`src/rtl/pipe_pkg.sv`:
```
// pipe_pkg: shared pipeline-register constants, state encoding and default payload layout
package pipe_pkg;
  localparam logic [31:0] NOP_INSTR_DEF = 32'h0000_0013;
  typedef enum logic [1:0] {EMPTY = 2'd0, ONE = 2'd1, FULL = 2'd2} state_t;
  // Default-width payload; width-parametrised stages flatten {instr, pc, pc4, side} in this order
  typedef struct packed {
    logic [31:0] instr;
    logic [31:0] pc;
    logic [31:0] pc4;
    logic [0:0]  side;
  } payload_t;
  function automatic int payload_w(input int xlen, input int side_w);
    return 3 * xlen + side_w;
  endfunction
endpackage

```
`src/rtl/if_id_skid_reg_if.sv`:
```
// if_id_skid_reg_if: fetch-to-decode valid/ready handshake and payload bundle
interface if_id_skid_reg_if #(
  parameter int XLEN   = 32,
  parameter int SIDE_W = 1
);
  logic              in_valid;
  logic              in_ready;
  logic [XLEN-1:0]   instr_in;
  logic [XLEN-1:0]   pc_in;
  logic [XLEN-1:0]   pc4_in;
  logic [SIDE_W-1:0] side_in;
  logic              out_valid;
  logic              out_ready;
  logic [XLEN-1:0]   instr_out;
  logic [XLEN-1:0]   pc_out;
  logic [XLEN-1:0]   pc4_out;
  logic [SIDE_W-1:0] side_out;
  logic              skid_full;
  modport slave (
    input  in_valid, instr_in, pc_in, pc4_in, side_in, out_ready,
    output in_ready, out_valid, instr_out, pc_out, pc4_out, side_out, skid_full
  );
  modport master (
    output in_valid, instr_in, pc_in, pc4_in, side_in, out_ready,
    input  in_ready, out_valid, instr_out, pc_out, pc4_out, side_out, skid_full
  );
endinterface

```
`src/rtl/pipe_slot.sv`:
```
// pipe_slot: payload register with load, clear-to-empty-value and hold
module pipe_slot #(
  parameter int           W       = 97,
  parameter logic [W-1:0] RST_VAL = '0
) (
  input  logic         clk,
  input  logic         rst,
  input  logic         load,
  input  logic         clr,
  input  logic [W-1:0] d,
  output logic [W-1:0] q
);
  always_ff @(posedge clk) q <= (rst || clr) ? RST_VAL : load ? d : q;
endmodule

```
`src/rtl/if_id_skid_reg.sv`:
```
// if_id_skid_reg: fetch/decode pipeline register with valid/ready handshake and one-entry skid slot
module if_id_skid_reg
  import pipe_pkg::*;
#(
  parameter int              XLEN      = 32,
  parameter int              SIDE_W    = 1,
  parameter logic [XLEN-1:0] NOP_INSTR = XLEN'(NOP_INSTR_DEF)
) (
  input logic              clk,
  input logic              rst,
  input logic              start,
  input logic              flush,
  if_id_skid_reg_if.slave  bus
);
  localparam int           W        = payload_w(XLEN, SIDE_W);
  localparam logic [W-1:0] EMPTY_PL = {NOP_INSTR, {(2*XLEN+SIDE_W){1'b0}}};
  state_t       state, state_nxt;
  logic         accept, consume, advance;
  logic         hd_load, hd_clr, sk_load, sk_clr;
  logic [W-1:0] in_pl, hd_d, hd_q, sk_q;
  assign in_pl = {bus.instr_in, bus.pc_in, bus.pc4_in, bus.side_in};
  assign {bus.instr_out, bus.pc_out, bus.pc4_out, bus.side_out} = hd_q;
  always_ff @(posedge clk) state <= rst ? EMPTY : state_nxt;
  always_comb begin
    state_nxt = start ? state :
                flush ? EMPTY :
                (state == EMPTY) ? (accept ? ONE : EMPTY) :
                (state == ONE) ? ((accept && !consume) ? FULL : (!accept && consume) ? EMPTY : ONE) :
                (consume ? ONE : FULL);
  end
  // in_ready depends only on registered state and start, so fetch never sees out_ready combinationally
  always_comb begin
    bus.in_ready  = (state != FULL) && !start;
    bus.out_valid = (state != EMPTY);
    bus.skid_full = (state == FULL);
    accept        = bus.in_valid && bus.in_ready;
    consume       = bus.out_valid && bus.out_ready && !start;
    advance       = !start && !flush;
    hd_load       = advance && (((state == EMPTY) && accept) ||
                                ((state == ONE) && accept && consume) ||
                                ((state == FULL) && consume));
    hd_clr        = !start && (flush || (state_nxt == EMPTY));
    hd_d          = (state == FULL) ? sk_q : in_pl;
    sk_load       = advance && (state == ONE) && accept && !consume;
    sk_clr        = !start && (flush || ((state == FULL) && consume));
  end
  pipe_slot #(.W(W), .RST_VAL(EMPTY_PL)) u_head (
    .clk(clk), .rst(rst), .load(hd_load), .clr(hd_clr), .d(hd_d), .q(hd_q)
  );
  pipe_slot #(.W(W), .RST_VAL(EMPTY_PL)) u_skid (
    .clk(clk), .rst(rst), .load(sk_load), .clr(sk_clr), .d(in_pl), .q(sk_q)
  );
endmodule
```
`src/flat_wrapper.sv`:
```
// flat-port wrapper written by rule: the top's interface ports become plain ports
module if_id_skid_reg_flat import pipe_pkg::*;
#(
  parameter int              XLEN      = 32,
  parameter int              SIDE_W    = 1,
  parameter logic [XLEN-1:0] NOP_INSTR = XLEN'(NOP_INSTR_DEF)
)
  (clk, rst, start, flush, bus_in_valid, bus_instr_in, bus_pc_in, bus_pc4_in, bus_side_in, bus_out_ready, bus_in_ready, bus_out_valid, bus_instr_out, bus_pc_out, bus_pc4_out, bus_side_out, bus_skid_full);
  if_id_skid_reg_if #(.XLEN(XLEN), .SIDE_W(SIDE_W)) bus_i ();
  input logic clk;
  input logic rst;
  input logic start;
  input logic flush;
  input wire logic [$bits(bus_i.in_valid)-1:0] bus_in_valid;
  input wire logic [$bits(bus_i.instr_in)-1:0] bus_instr_in;
  input wire logic [$bits(bus_i.pc_in)-1:0] bus_pc_in;
  input wire logic [$bits(bus_i.pc4_in)-1:0] bus_pc4_in;
  input wire logic [$bits(bus_i.side_in)-1:0] bus_side_in;
  input wire logic [$bits(bus_i.out_ready)-1:0] bus_out_ready;
  output wire logic [$bits(bus_i.in_ready)-1:0] bus_in_ready;
  output wire logic [$bits(bus_i.out_valid)-1:0] bus_out_valid;
  output wire logic [$bits(bus_i.instr_out)-1:0] bus_instr_out;
  output wire logic [$bits(bus_i.pc_out)-1:0] bus_pc_out;
  output wire logic [$bits(bus_i.pc4_out)-1:0] bus_pc4_out;
  output wire logic [$bits(bus_i.side_out)-1:0] bus_side_out;
  output wire logic [$bits(bus_i.skid_full)-1:0] bus_skid_full;
  assign bus_i.in_valid = bus_in_valid;
  assign bus_i.instr_in = bus_instr_in;
  assign bus_i.pc_in = bus_pc_in;
  assign bus_i.pc4_in = bus_pc4_in;
  assign bus_i.side_in = bus_side_in;
  assign bus_i.out_ready = bus_out_ready;
  assign bus_in_ready = bus_i.in_ready;
  assign bus_out_valid = bus_i.out_valid;
  assign bus_instr_out = bus_i.instr_out;
  assign bus_pc_out = bus_i.pc_out;
  assign bus_pc4_out = bus_i.pc4_out;
  assign bus_side_out = bus_i.side_out;
  assign bus_skid_full = bus_i.skid_full;
  if_id_skid_reg #(.XLEN(XLEN), .SIDE_W(SIDE_W), .NOP_INSTR(NOP_INSTR)) u_core (.clk(clk), .rst(rst), .start(start), .flush(flush), .bus(bus_i));
endmodule
```
`config.mk`:
```
export PLATFORM = sky130hd
export DESIGN_NAME = if_id_skid_reg_flat
export DESIGN_NICKNAME = d
export VERILOG_FILES = /design/src/rtl/pipe_pkg.sv /design/src/rtl/if_id_skid_reg_if.sv /design/src/rtl/pipe_slot.sv /design/src/rtl/if_id_skid_reg.sv /design/src/flat_wrapper.sv
export SDC_FILE = /design/constraint.sdc
export NUM_CORES = 1
export LEC_CHECK = 0
export CORE_ASPECT_RATIO = 1.75
export CORE_UTILIZATION = 49
export DETAILED_ROUTE_END_ITERATION = 10
export GPL_TIMING_DRIVEN = 0
export PLACE_DENSITY = 0.91
export SYNTH_ARGS = -nofsm -noshare
export SYNTH_HDL_FRONTEND = slang
export SYNTH_SLANG_ARGS = --single-unit
```
`constraint.sdc`:
```
create_clock -name clk -period 3.5 [get_ports clk]
set_input_delay 1.05 -clock clk [delete_from_list [all_inputs] [get_ports clk]]
set_output_delay 1.05 -clock clk [all_outputs]
set_load 0.03 [all_outputs]
```
# Word level (Yosys, flattened, before mapping)
# Cells that the tools add are included.
[classes]
eq_ne = 3
n_mux = 9
n_reduce_logical = 30
[op_table]
columns = ["cell", "n"]
rows = [
  ["$mux W97", 1],
  ["$logic_and A1 B1 Y1", 17],
  ["$mux W2", 6],
  ["$logic_or A1 B1 Y1", 6],
  ["$logic_not A1 Y1", 4],
  ["$logic_not A2 Y1", 2],
  ["$eq A2 B1 Y1 const B", 1],
  ["$eq A2 B2 Y1 const B", 1],
  ["$mux W1", 2],
  ["$ne A2 B2 Y1 const B", 1],
  ["$reduce_bool A2 Y1", 1],
]
[word_totals]
reg_bits = 196
output_inout_bits = 100

# Longest topological paths before layout
# Gate-level depths: netlist of the first run.
[depth]
depth_word = 15
ltp_mapped = 13

# Modules after synthesis
# Synthesis of the first run repeated with hierarchy kept, for this count alone.
[unflattened]
cells_unflattened = 770
hier_area_um2 = 8837.2
[by_module_without_submodules]
columns = ["mod", "instances", "cells_each", "area_each_um2", "seq_area_each_um2"]
rows = [
  ["pipe_slot", 2, 315, 3487.1, 1941.9],
  ["if_id_skid_reg", 1, 140, 1863.0, 40.0],
]

# Worst setup path before layout of the first run
# OpenSTA, ideal clock, no wires.
[synth_path]
path_kind = "input port to flip-flop"
startpoint = "input port start"
endpoint = "register u_core.u_head.q[63]"
arrival_ns = 2.959
t_required_ns = 3.369
slack_ns = 0.410
path_stages = 10
path_buffers = 3
cell_sequence = "buf_2 inv_1 and3_1 ha_1 nor2_1 a21oi_1 o31ai_1 clkbuf_1 buf_2 a311oi_2"
[synth_via]
elab_chain_len = 15
[synth_lines]
columns = ["element", "line", "source"]
rows = [
  ["from (decl)", "flat_wrapper.sv:12", "input logic start;"],
  ["$logic_not A1 Y1", "--", ""],
  ["$logic_and A1 B1 Y1", "if_id_skid_reg.sv:33", "bus.in_ready = (state != FULL) && !start;"],
  ["$logic_and A1 B1 Y1", "if_id_skid_reg.sv:36", "accept = bus.in_valid && bus.in_ready;"],
  ["$logic_not A1 Y1", "if_id_skid_reg.sv:28", "(state == ONE) ? ((accept && !consume) ? FULL : (!accept && consume) ? EMPTY : ONE) :"],
  ["$logic_and A1 B1 Y1", "if_id_skid_reg.sv:28", ""],
  ["$mux W1", "if_id_skid_reg.sv:28", ""],
  ["$mux W2 (2 in a row)", "if_id_skid_reg.sv:28", ""],
  ["$mux W2", "if_id_skid_reg.sv:27", "(state == EMPTY) ? (accept ? ONE : EMPTY) :"],
  ["$mux W2", "if_id_skid_reg.sv:26", "flush ? EMPTY :"],
  ["$mux W2", "if_id_skid_reg.sv:25", "state_nxt = start ? state :"],
  ["$logic_not A2 Y1", "if_id_skid_reg.sv:42", "hd_clr = !start && (flush || (state_nxt == EMPTY));"],
  ["$logic_or A1 B1 Y1", "if_id_skid_reg.sv:42", ""],
  ["$logic_and A1 B1 Y1", "if_id_skid_reg.sv:42", ""],
  ["$logic_or A1 B1 Y1", "pipe_slot.sv:13", "always_ff @(posedge clk) q <= (rst || clr) ? RST_VAL : load ? d : q;"],
  ["to (signal assigned)", "pipe_slot.sv:13", ""],
  ["to (decl)", "pipe_slot.sv:11", "output logic [W-1:0] q"],
]
# Several ways; a longest one is shown, not always the timed one.
# A chain may end at the register's enable or synchronous reset.

# Final worst setup path of the first run
[layout_path]
startpoint = "register u_core.state[0]"
endpoint = "output port bus_in_ready"
[layout_via]
elab_chain_len = 2
[layout_lines]
columns = ["element", "line", "source"]
rows = [
  ["from (decl)", "if_id_skid_reg.sv:17", "state_t state, state_nxt;"],
  ["from (signal assigned)", "if_id_skid_reg.sv:23", "always_ff @(posedge clk) state <= rst ? EMPTY : state_nxt;"],
  ["$ne A2 B2 Y1", "if_id_skid_reg.sv:33", ""],
  ["$logic_and A1 B1 Y1", "if_id_skid_reg.sv:33", ""],
  ["to (decl)", "flat_wrapper.sv:20", "output wire logic [$bits(bus_i.in_ready)-1:0] bus_in_ready;"],
]
# Every way passes these cells.

==> results of run 1 <==
-- synthesized netlist by cell type (2+ instances only) --
cell type / number
nand2_1: 384
dfxtp_1: 196
a21oi_1: 192
a311oi_1: 64
clkbuf_1: 63
a311oi_2: 30
buf_2: 26
nor2_1: 15
buf_6: 5
nand3b_1: 4
a211o_1: 3
a21boi_0: 3
buf_1: 2
buf_4: 2
inv_1: 2
nand2b_1: 2
o21ai_0: 2
-- worst min-delay path by stage --
stage                                    from                   to  slack, ns  cells after the start
after floorplan            u_core.u_skid.q[0]   u_core.u_skid.q[0]       0.44                      2
after global placement    u_core.u_skid.q[72]  u_core.u_skid.q[72]       0.44                      2
after detailed placement  u_core.u_skid.q[53]  u_core.u_skid.q[53]       0.45                      2
after CTS                 u_core.u_skid.q[53]  u_core.u_skid.q[53]       0.46                      2
after global routing      u_core.u_skid.q[36]  u_core.u_skid.q[36]       0.47                      2
final                     u_core.u_skid.q[36]  u_core.u_skid.q[36]       0.46                      2
-- placed cells by master, fill, tap and decap left out, drive strengths merged --
cell type / synthesis / routed
a211o: 3 / 3
mux2i: 1 / 1
diode: 0 / 1
nand2: 384 / 384
a311oi: 94 / 94
dlygate4sd2: 0 / 1
a21oi: 192 / 192
o21ai: 2 / 2
o21bai: 1 / 1
nor2: 15 / 15
clkbuf: 63 / 80
a22oi: 1 / 1
ha: 1 / 1
nand3: 1 / 1
inv: 3 / 11
and3b: 1 / 1
and2: 1 / 1
bufinv: 0 / 1
dfxtp: 196 / 196
and3: 1 / 1
nand3b: 4 / 4
clkinv: 0 / 5
nor4b: 1 / 1
o31ai: 1 / 1
nand2b: 2 / 2
buf: 35 / 34
a32o: 1 / 1
clkdlybuf4s50: 0 / 200
or2: 1 / 1
a21boi: 3 / 3
-- kinds of logic (layout without fill, tap and decap cells) --
kind of cell | after synthesis | after routing | synth area share
AND/OR/NAND/NOR | 411 | 411 | 0.197
AO/OA/AOI/OAI | 298 | 298 | 0.257
flip-flops | 196 | 196 | 0.487
buffers and inverters | 101 | 332 | 0.0567
adder cells (fa/ha/maj) | 1 | 1 | 0.00155
multiplexers | 1 | 1 | 0.00124
other | 0 | 1 | 0
-- metrics by stage --
stage | util | setup WS [ns]
finish | 0.684 | 0.133
global route | 0.684 | 0.0392
CTS | 0.684 | 0.0341
detailed placement | 0.646 | -0.774
global placement | 0.646 | -0.716
floorplan | - | 0.410
-- final cells by class --
| class | count | area (um^2) | area share |
|---|---|---|---|
| timing repair buffer | 201 | 2010 | 0.184 |
| sequential | 196 | 3920 | 0.360 |
| multi-input combinational | 711 | 3690 | 0.338 |
| clock inverter | 14 | 158 | 0.0145 |
| buffer | 96 | 444 | 0.0407 |
| tap | 189 | 236 | 0.0217 |
| clock buffer | 18 | 429 | 0.0393 |
| inverter | 3 | 11.3 | 0.00103 |
| antenna | 1 | 2.50 | 0.000229 |
-- worst max-delay path: stages (launching register included) --
cell and delay, ns:
dfxtp_1 0.32, buf_4 0.15, nand2b_1 0.11, buf_4 0.20, inv_2 0.05, buf_4 0.21, nor2_1 0.12, clkdlybuf4s50_1 0.73
-- flip-flops by register name (all words and copies together), names as in the netlist --
signal and flops:
u_core.u_head.q 97, u_core.u_skid.q 97, u_core.state 2
-- power groups by stage --
stage	Clock (mW)	Sequential, mW	Combinational, mW
6_report	1.95	2.29	0.550
5_1_grt	2.05	2.29	0.590
4_1_cts	1.96	2.29	0.549
3_5_place_dp	0	2.34	0.546
3_3_place_gp	0	2.34	0.538
2_1_floorplan	0	2.40	0.210
-- per-layer routing --
layer,global-route usage,routed length [um]
met1,0.288,8620
met4,0.180,1070
met3,0.0577,1420
met5,0,0
met2,0.507,12600
==> results.toml, run 1 <==
[power_and_ir_drop]
p_leak_nw = 3.68
p_comb_frac = 0.115
peakVddDrop_v = 0.000297
p_switching_mw = 1.26
pwr-share-seq = 0.478
swShare = 0.264
p_int_mw = 3.52
finalPower_mw = 4.78
power_density_mw_per_mm2 = 439
p_clk_frac = 0.407

[cts]
hold_buffers = 0
clock_latency_ns = 0.43
numCtsBuffers = 17
clk_pin_slew_ns = 0.07
cts_tree = "built"
htreeDepth = 4
root_buffer = "clkbuf_16"
clockBufferDepth = 2
cts.sinks = 196
post_cts_resized = 7
post_cts_buffers = 0

[yosys]
synth-main-ff-cell = "dfxtp_1"
synth-seq-cells = 196
post_synth_num_cell_types = 30
avgSynthCellArea_um2 = 7.99
synthCells = 1008
seq_area_frac_synth = 0.487
async_flop_share = 0
yosysTopAreaCell = "dfxtp_1"
synth_area_leaders = "dfxtp_1 (49%), nand2_1 (18%), a21oi_1 (12%), a311oi_1 (7.0%), a311oi_2 (5.6%)"
synthesis.nets = 1112
syn_area_mm2 = 0.00806
synth_edf_count = 0
synth_top_area_frac = 0.487
yosys_warnings = 0

[setup_path]
reg2reg_to = "u_core.u_head.q[67]"
worst-path-max-fanout = 19
r2r_cells = 12
critPathKind = "flop to primary output"
start_kind = "flop"
crit_path_end = "bus_in_ready"
crit_path_start = "u_core.state[0]"
crit_required_ns = 2.45
crit_path_end_kind = "primary output"
r2r_slack_ns = 0.22
reg2reg_from = "u_core.state[1]"
worstPathArrival_ns = 2.32

[floorplan]
rows = 61
fp.coreArea_mm2 = 0.0160
die-area_mm2 = 0.0170
io_pins = 203
start_util = 0.505
die_y_um = 172
die_w_um = 98.9

[place]
port_buffers = 201
placed_area_mm2 = 0.0103
hpwl_mm = 17.2
place_inst = 1398
routabilityCongestion = 0.854

[cells_and_area]
fin_area_mm2 = 0.0109
syn2layout_area_growth_pct = 35.4
fillers = 1234
nets = 1330
final_cells = 1429
drive_gt1_frac = 0.0823

[sta]
hold-worst-slack_ns = 0.455
finalSetupTns_ns = 0
slew_violations = 0
setup_viol = 0
hold_viol = 0
finalCritPeriodShare = 0.962
skew_ns = 0.0121
fmax_mhz = 297
period_needed_ns = 3.37
rsz0062_at_grt = "false"
max_slew_margin = 0.457
tightest_slew_ns = 0.812

[routing]
post_drt_wl_per_cell_um = 16.6
viasPerCell = 5.70
drt-total-wl_mm = 23.7
first_iter_violations = 471
ant_nets = 0
firstDrtPassIters = 5
drc = 0
num_vias = 8141

[global_routing]
grt_max_degree = 20
grt_pass1_vias = 7756
antenna_found_initial = 1
overflow = 0
grt_pass1_wl_mm = 37.5
track_usage = 0.279

[hold_path]
hold_path.class = "flop to flop"

[run_status]
status = "finished, final reports clean"

[job]
drv_cap = 0
Note: power is estimated with default switching activity, not from simulation.
==> inputs of run 2 (changes only) <==
--- a/config.mk
+++ b/config.mk
@@ -10,6 +10,7 @@
 export DETAILED_ROUTE_END_ITERATION = 10
 export GPL_TIMING_DRIVEN = 0
 export PLACE_DENSITY = 0.91
+export SETUP_SLACK_MARGIN = 0.3
 export SYNTH_ARGS = -nofsm -noshare
 export SYNTH_HDL_FRONTEND = slang
 export SYNTH_SLANG_ARGS = --single-unit
==> run 2 against run 1 <==
Cell count up 0.28%. Via count grew 0.20%. Global-route usage is 0.052 points higher. Clock skew about the same.
==> results.toml, run 2 (synthesized netlist as in run 1, its figures left out) <==
[routing]
drt-total-wl_mm = 23.6
drc = 0
firstDrtPassIters = 7
ant_nets = 0
num_vias = 8157
post_drt_wl_per_cell_um = 16.5
viasPerCell = 5.69
first_iter_violations = 484

[global_routing]
grt_pass1_wl_mm = 37.6
antenna_found_initial = 1
overflow = 0
track_usage = 0.279
grt_pass1_vias = 7744
grt_max_degree = 20

[power_and_ir_drop]
power_density_mw_per_mm2 = 438
peakVddDrop_v = 0.000298
finalPower_mw = 4.79
p_leak_nw = 3.71

[cts]
clock_latency_ns = 0.43
clk_pin_slew_ns = 0.07
clockBufferDepth = 2
root_buffer = "clkbuf_16"
cts_tree = "built"
cts.sinks = 196
htreeDepth = 4
numCtsBuffers = 17

[setup_path]
cp_slowest_cell = "clkbuf_1"
cp_top_family = "buffers and inverters"
worstPathArrival_ns = 3.39
start_kind = "flop"
cp_cell_sequence = "clkbuf_2, nand2b_1, buf_4, clkbuf_2, clkbuf_2, and3_1, ha_1, nor2_1, a21oi_1, o31ai_4, buf_4, clkbuf_1, a311oi_1"
crit_path_max_incr_delay_ns = 0.38
crit_required_ns = 3.78
worst-path-max-fanout = 10
critPathBufInv = 6
cpMostUsedCell = "clkbuf_2"
critPathKind = "flop to flop"
crit_path_end_kind = "flop"

[floorplan]
start_util = 0.505
die-area_mm2 = 0.0170
rows = 61
die_w_um = 98.9
fp.coreArea_mm2 = 0.0160
io_pins = 203
die_y_um = 172

[place]
place_inst = 1398
port_buffers = 201
hpwl_mm = 17.2
pre_cts_ws_ns = -0.774
routabilityCongestion = 0.854

[sta]
period_needed_ns = 3.11
slew_violations = 0
hold-worst-slack_ns = 0.457
rsz0062_at_grt = "true"
max_slew_margin = 0.656
hold_viol = 0
setup_viol = 0
fin_ws_ns = 0.394
tightest_slew_ns = 0.515
fmax_mhz = 322
finalCritPeriodShare = 0.887
skew_ns = 0.0122

[cells_and_area]
final_cells = 1433
final_common_cell = "nand2_1"
fillers = 1229
syn2layout_area_growth_pct = 35.9
nets = 1334
register_area_mm2 = 0.00392
final_cell_mix = "nand2_1 (384), clkdlybuf4s50_1 (199), dfxtp_1 (196)"
drive_gt1_frac = 0.0909
largest_registers = "u_core.u_head.q x97, u_core.u_skid.q x97, u_core.state x2"
multi_input_area_mm2 = 0.00369

[run_status]
status = "finished, final reports clean"

[job]
drv_cap = 0

[hold_path]
hold_path.class = "flop to flop"
==> run 2: routing by layer <==
| layer | wire (um) | GRT usage | vias up |
|---|---|---|---|
| met4 | 1180 | 0.180 | 0 |
| met5 | 0 | 0 | - |
| li1 | - | - | 3915 |
| met1 | 8680 | 0.291 | 3834 |
| met2 | 12500 | 0.507 | 324 |
| met3 | 1300 | 0.0561 | 84 |
==> run 2: worst min-delay path, stage by stage, from the launching register on <==
cell,delay (ns)
dfxtp_1,0.31
nand2_1,0.05
a21oi_1,0.05
==> run 2: worst paths after layout <==
kind,slack (ns),depth (start not counted),start,endpoint
setup / recovery,0.39,13,u_core.state[1],u_core.u_head.q[15]
hold / removal,0.46,2,u_core.u_skid.q[53],u_core.u_skid.q[53]
setup reg to reg,0.39,13,u_core.state[1],u_core.u_head.q[15]
hold reg to reg,0.46,2,u_core.u_skid.q[53],u_core.u_skid.q[53]
==> run 2: report_power, final <==
group	internal [mW]	switching (mW)	total [mW]	leakage [nW]
registers	2.26	0.0233	2.29	1.58
clock network	1.02	0.932	1.95	0.289
logic	0.244	0.311	0.554	1.83
total	3.53	1.27	4.79	3.71
==> run 2: final cells by class <==
type                            instances  share of cell area
Buffer                                 98              0.0429
Tap cell                              189              0.0216
Timing Repair Buffer                  203               0.185
Clock buffer                           18              0.0392
Multi-Input combinational cell        711               0.337
Inverter                                3             0.00103
Sequential cell                       196               0.358
Antenna cell                            1            0.000229
Clock inverter                         14              0.0144
==> run 2: what timing repair did <==
item	in CTS	in global routing
hold buffers	0	0
buffers inserted	2	0
setup endpoints to repair	99	92
pin swaps	1	0
gates resized for setup	14	16
==> run 2: through the flow <==
| step | utilization | instance area, um^2 | TNS, ns |
|---|---|---|---|
| 2_1_floorplan | - | 8060 | 0 |
| 3_3_place_gp | 0.646 | 10300 | -46.43 |
| 3_5_place_dp | 0.646 | 10300 | -49.12 |
| 4_1_cts | 0.685 | 10900 | 0 |
| 5_1_grt | 0.686 | 10900 | 0 |
| 6_report | 0.686 | 10900 | 0 |
==> variant 1 (flow settings as in run 2) <==
`XLEN` is set to 32 in 3 places; all go to 16.
--- a/src/rtl/if_id_skid_reg_if.sv
+++ b/src/rtl/if_id_skid_reg_if.sv
@@ -1,6 +1,6 @@
 // if_id_skid_reg_if: fetch-to-decode valid/ready handshake and payload bundle
 interface if_id_skid_reg_if #(
-  parameter int XLEN   = 32,
+  parameter int XLEN   = 16,
   parameter int SIDE_W = 1
 );
   logic              in_valid;
--- a/src/rtl/if_id_skid_reg.sv
+++ b/src/rtl/if_id_skid_reg.sv
@@ -2,7 +2,7 @@
 module if_id_skid_reg
   import pipe_pkg::*;
 #(
-  parameter int              XLEN      = 32,
+  parameter int              XLEN      = 16,
   parameter int              SIDE_W    = 1,
   parameter logic [XLEN-1:0] NOP_INSTR = XLEN'(NOP_INSTR_DEF)
 ) (
--- a/src/flat_wrapper.sv
+++ b/src/flat_wrapper.sv
@@ -1,7 +1,7 @@
 // flat-port wrapper written by rule: the top's interface ports become plain ports
 module if_id_skid_reg_flat import pipe_pkg::*;
 #(
-  parameter int              XLEN      = 32,
+  parameter int              XLEN      = 16,
   parameter int              SIDE_W    = 1,
   parameter logic [XLEN-1:0] NOP_INSTR = XLEN'(NOP_INSTR_DEF)
 )
Interface: changed (6 resized); port bits go from 203 to 107. No check against the original RTL was run, so the function may have changed too.
==> variant 1 against run 2 <==
Power down 49%. Routed wire length down 49%. Register-to-register slack better by 0.28 ns. Sequential cell count down 96. Sequential power down 49%. Synthesized area down 48%. Cell count down 48%. Die area down 48%. Via count down 47%. Setup slack better by 0.054 ns. Design area down 48%. Sequential share of layout area down 0.38 points. Critical endpoint is now u_core.u_head.q[38]$_SDFFE_PP0P_.
==> variant 1: results (changes against run 2) <==
share of cells above drive strength 1=0.0740 (-0.0169); status=complete, no violations; placed standard-cell area=0.00534 mm^2 (-48%); H-tree levels=3 (-1); GR Util All Layers=0.278 (-0.000940); Vias/cell=5.79 (+1.8%); number of CTS-inserted buffers=9 (-8); DPL Wire Length=8620 um (-50%); share of the synthesized area in the top cell type=0.480 (-0.00676); setup skew after layout=0.00522 ns (-0.00702 ns); largest net degree at the start of global routing=17 (-15%); Seq/Total Area, Yosys=0.480 (-0.00676); Arr. time, crit path=3.28 ns (-0.11 ns); initial antenna violation count=0 (-1); Static Leak=1.94 nW (-48%); vias in the first global route=4256 (-45%); Final nets=700 (-48%); Filler Cells Inserted=683 (-44%); Mapped Nets=584 (-47%); Ant. Diodes=0 (-1); I/O Buffers=105 (-48%); switching share of power=0.250 (-0.0145); first-pass GRT wire length=19200 um (-49%); most frequent cells after synthesis=nand2_1 (192), dfxtp_1 (100), a21oi_1 (96); largest cells by area after synthesis=dfxtp_1 (48%), nand2_1 (17%), a21oi_1 (12%); Clock Latency Late Sink=0.35 ns (-0.08 ns); VDD IR max=0.351 mV (+18%); Regs by FF count=u_core.u_head.q x49, u_core.u_skid.q x49, u_core.state x2
[variant 1: metal layers]
layer	GRT usage	vias up	routed length [um]
met1	0.286	2006	4380
li1	-	2046	-
met5	0	-	0
met4	0.175	0	502
met3	0.0558	49	696
met2	0.508	192	6500
[variant 1: cell type report]
type	count	area share
Sequential cell	100	0.355
Multi-Input combinational cell	375	0.343
Timing Repair Buffer	105	0.186
Buffer	50	0.0426
Clock buffer	10	0.0406
Tap cell	92	0.0204
Clock inverter	6	0.0113
Inverter	3	0.00200
[variant 1: worst max-delay path, stage by stage]
cell             delay (ns)
clkdlybuf4s50_1        0.62
nand3_1                0.13
ha_1                   0.31
nor2_1                 0.11
a21oi_1                0.11
o31ai_4                0.31
buf_2                  0.28
clkbuf_4               0.29
a311oi_2               0.06
[variant 1: kinds of logic (layout without fill, tap and decap cells)]
group | count (synthesis) | after routing | share of synthesized area
fa+ha+maj | 1 | 1 | 0.00300
simple gates | 219 | 219 | 0.206
compound gates | 154 | 154 | 0.249
mux | 1 | 1 | 0.00240
flops | 100 | 100 | 0.480
buf+inv | 53 | 174 | 0.0591
[variant 1: timing repair]
action,4_1_cts,5_1_grt
buffers inserted,0,0
endpoints found under the setup margin,12,10
gates resized for setup,5,3
pin swaps,0,1
[variant 1: power by group through the flow]
stage	combinational, mW	sequential [mW]	clock, mW
floorplan	0.110	1.22	0
global placement	0.277	1.19	0
detailed placement	0.283	1.19	0
CTS	0.286	1.17	0.999
global route	0.309	1.17	1.05
finish	0.289	1.17	0.994
[variant 1: through the flow]
stage,std cells,setup slack [ns],TNS (ns),util
final,741,0.448,0,0.683
after floorplan,528,0.553,0,-
after detailed placement,725,-0.264,-2.54,0.646
after global routing,741,0.296,0,0.683
after CTS,741,0.392,0,0.682
after global placement,725,-0.217,-2.08,0.646
[variant 1: final timing paths]
kind	endpoint	cells after the start	startpoint	slack, ns
min reg2reg	u_core.u_skid.q[4]$_SDFFE_PP0P_	2	u_core.u_skid.q[4]$_SDFFE_PP0P_	0.45
max	u_core.u_head.q[38]$_SDFFE_PP0P_	9	bus_out_ready	0.45
min	u_core.u_skid.q[4]$_SDFFE_PP0P_	2	u_core.u_skid.q[4]$_SDFFE_PP0P_	0.45
max reg2reg	u_core.u_head.q[38]$_SDFFE_PP0P_	11	u_core.state[1]$_SDFF_PP0_	0.67
==> variant 2 (flow settings as in run 2) <==
Made on the original files. The 3 states of `state_t` get a one-hot encoding in 3 bits.
--- a/src/rtl/pipe_pkg.sv
+++ b/src/rtl/pipe_pkg.sv
@@ -1,7 +1,7 @@
 // pipe_pkg: shared pipeline-register constants, state encoding and default payload layout
 package pipe_pkg;
   localparam logic [31:0] NOP_INSTR_DEF = 32'h0000_0013;
-  typedef enum logic [1:0] {EMPTY = 2'd0, ONE = 2'd1, FULL = 2'd2} state_t;
+  typedef enum logic [2:0] {EMPTY = 3'b001, ONE = 3'b010, FULL = 3'b100} state_t;
   // Default-width payload; width-parametrised stages flatten {instr, pc, pc4, side} in this order
   typedef struct packed {
     logic [31:0] instr;
Function: no difference found for any inputs over 10 cycles, from zero or initial values and one cycle with rst high; not proved beyond that.
==> variant 2 against run 2 <==
Synthesized area grew 6.2%. Fmax grew 0.82%. Largest cell class is now multi-input combinational cells. Critical endpoint is now bus_in_ready. Design area grew 4.4%. Sequential cell count grew 1. Largest power group unchanged. Critical path depth shrank 9. Power grew 2.5%. Setup slack gained 0.025 ns. Routed wire length grew 0.85%. Clock power shrank 5%.
==> variant 2: results (changes against run 2) <==
routed wire length=23900 um (+0.85%); multi-input logic cell count=628 (-12%); I/O Buffers=202 (+0.50%); Non-clock buffer share=0.219 (-0.00837); first-pass GRT wire length=37200 um (-1.1%); Regs by FF count=u_core.u_head.q x97, u_core.u_skid.q x97, u_core.state x3; Met3 Wirelength=1060 um (-19%); CP max stage cell=clkdlybuf4s50_1; Vias=7642 (-6.3%); GP Congestion=0.856 (+0.25%); Mapped Nets=1014 (-8.8%); M2 GR Usage=0.482 (-0.0254); DPL Wire Length=17700 um (+2.8%); Arr. time, crit path=2.03 ns (-1.36 ns); Vias/cell=5.57 (-2.1%); Gate power share=0.150 (+0.034); most frequent cells after synthesis=dfxtp_1 (197), nand2_1 (196), a21oi_1 (165); met1 usage=0.283 (-0.00788); Switch Pwr=1.35 mW (+6.9%); DRT iter0 DRCs=279 (-42%); pre-CTS WS=-0.273 ns (+0.501 ns); worst relative slew slack=0.494 (-0.162); Seq/Total Area, Yosys=0.461 (-0.0262); vias in the first global route=7542 (-2.6%); Sequential cell area=0.00394 mm^2 (+0.51%); Static Leak=3.59 nW (-3.2%); mux share of post-synthesis cell area=0.110 (+0.109); inverters=1 (-2); Compound-Gate Fraction of Synth Area=0.262 (+0.00587); initial antenna violation count=0 (-1); Final nets=1235 (-7.4%); P per Cell Area=430 mW/mm^2 (-1.8%); critical path's largest stage delay=0.45 ns (+0.07 ns); setup skew after layout=0.0118 ns (-0.000477 ns); placed standard-cell area=0.0109 mm^2 (+5.4%); status=complete, no violations; Met1 Wirelength=8930 um (+2.9%); Cells after DPL=1340 (-4.1%)
[variant 2: changes by cell type in the layout (fill, tap and decap cells not counted), sizes merged, moves of 8 or more]
cell / before / now
a311oi: 94 / 1
nor2b: 0 / 8
a211oi: 0 / 94
nand2: 384 / 196
mux2i: 1 / 94
clkbuf: 84 / 45
nor2: 15 / 6
buf: 35 / 59
[variant 2: worst paths after layout]
kind                                                  startpoint                          endpoint  depth (start not counted)  slack (ns)
worst min register to register  u_core.u_skid.q[92]$_SDFFE_PP0P_  u_core.u_skid.q[92]$_SDFFE_PP0P_                          2        0.46
worst max-delay path                                       start                      bus_in_ready                          4        0.42
worst min-delay path            u_core.u_skid.q[92]$_SDFFE_PP0P_  u_core.u_skid.q[92]$_SDFFE_PP0P_                          2        0.46
worst max register to register        u_core.state[0]$_SDFF_PP1_  u_core.u_skid.q[34]$_SDFFE_PP0P_                          6        1.27
[variant 2: repair_timing]
item	in CTS	in global routing
setup endpoints to repair	2	3
resized for setup	8	4
setup buffers	0	0
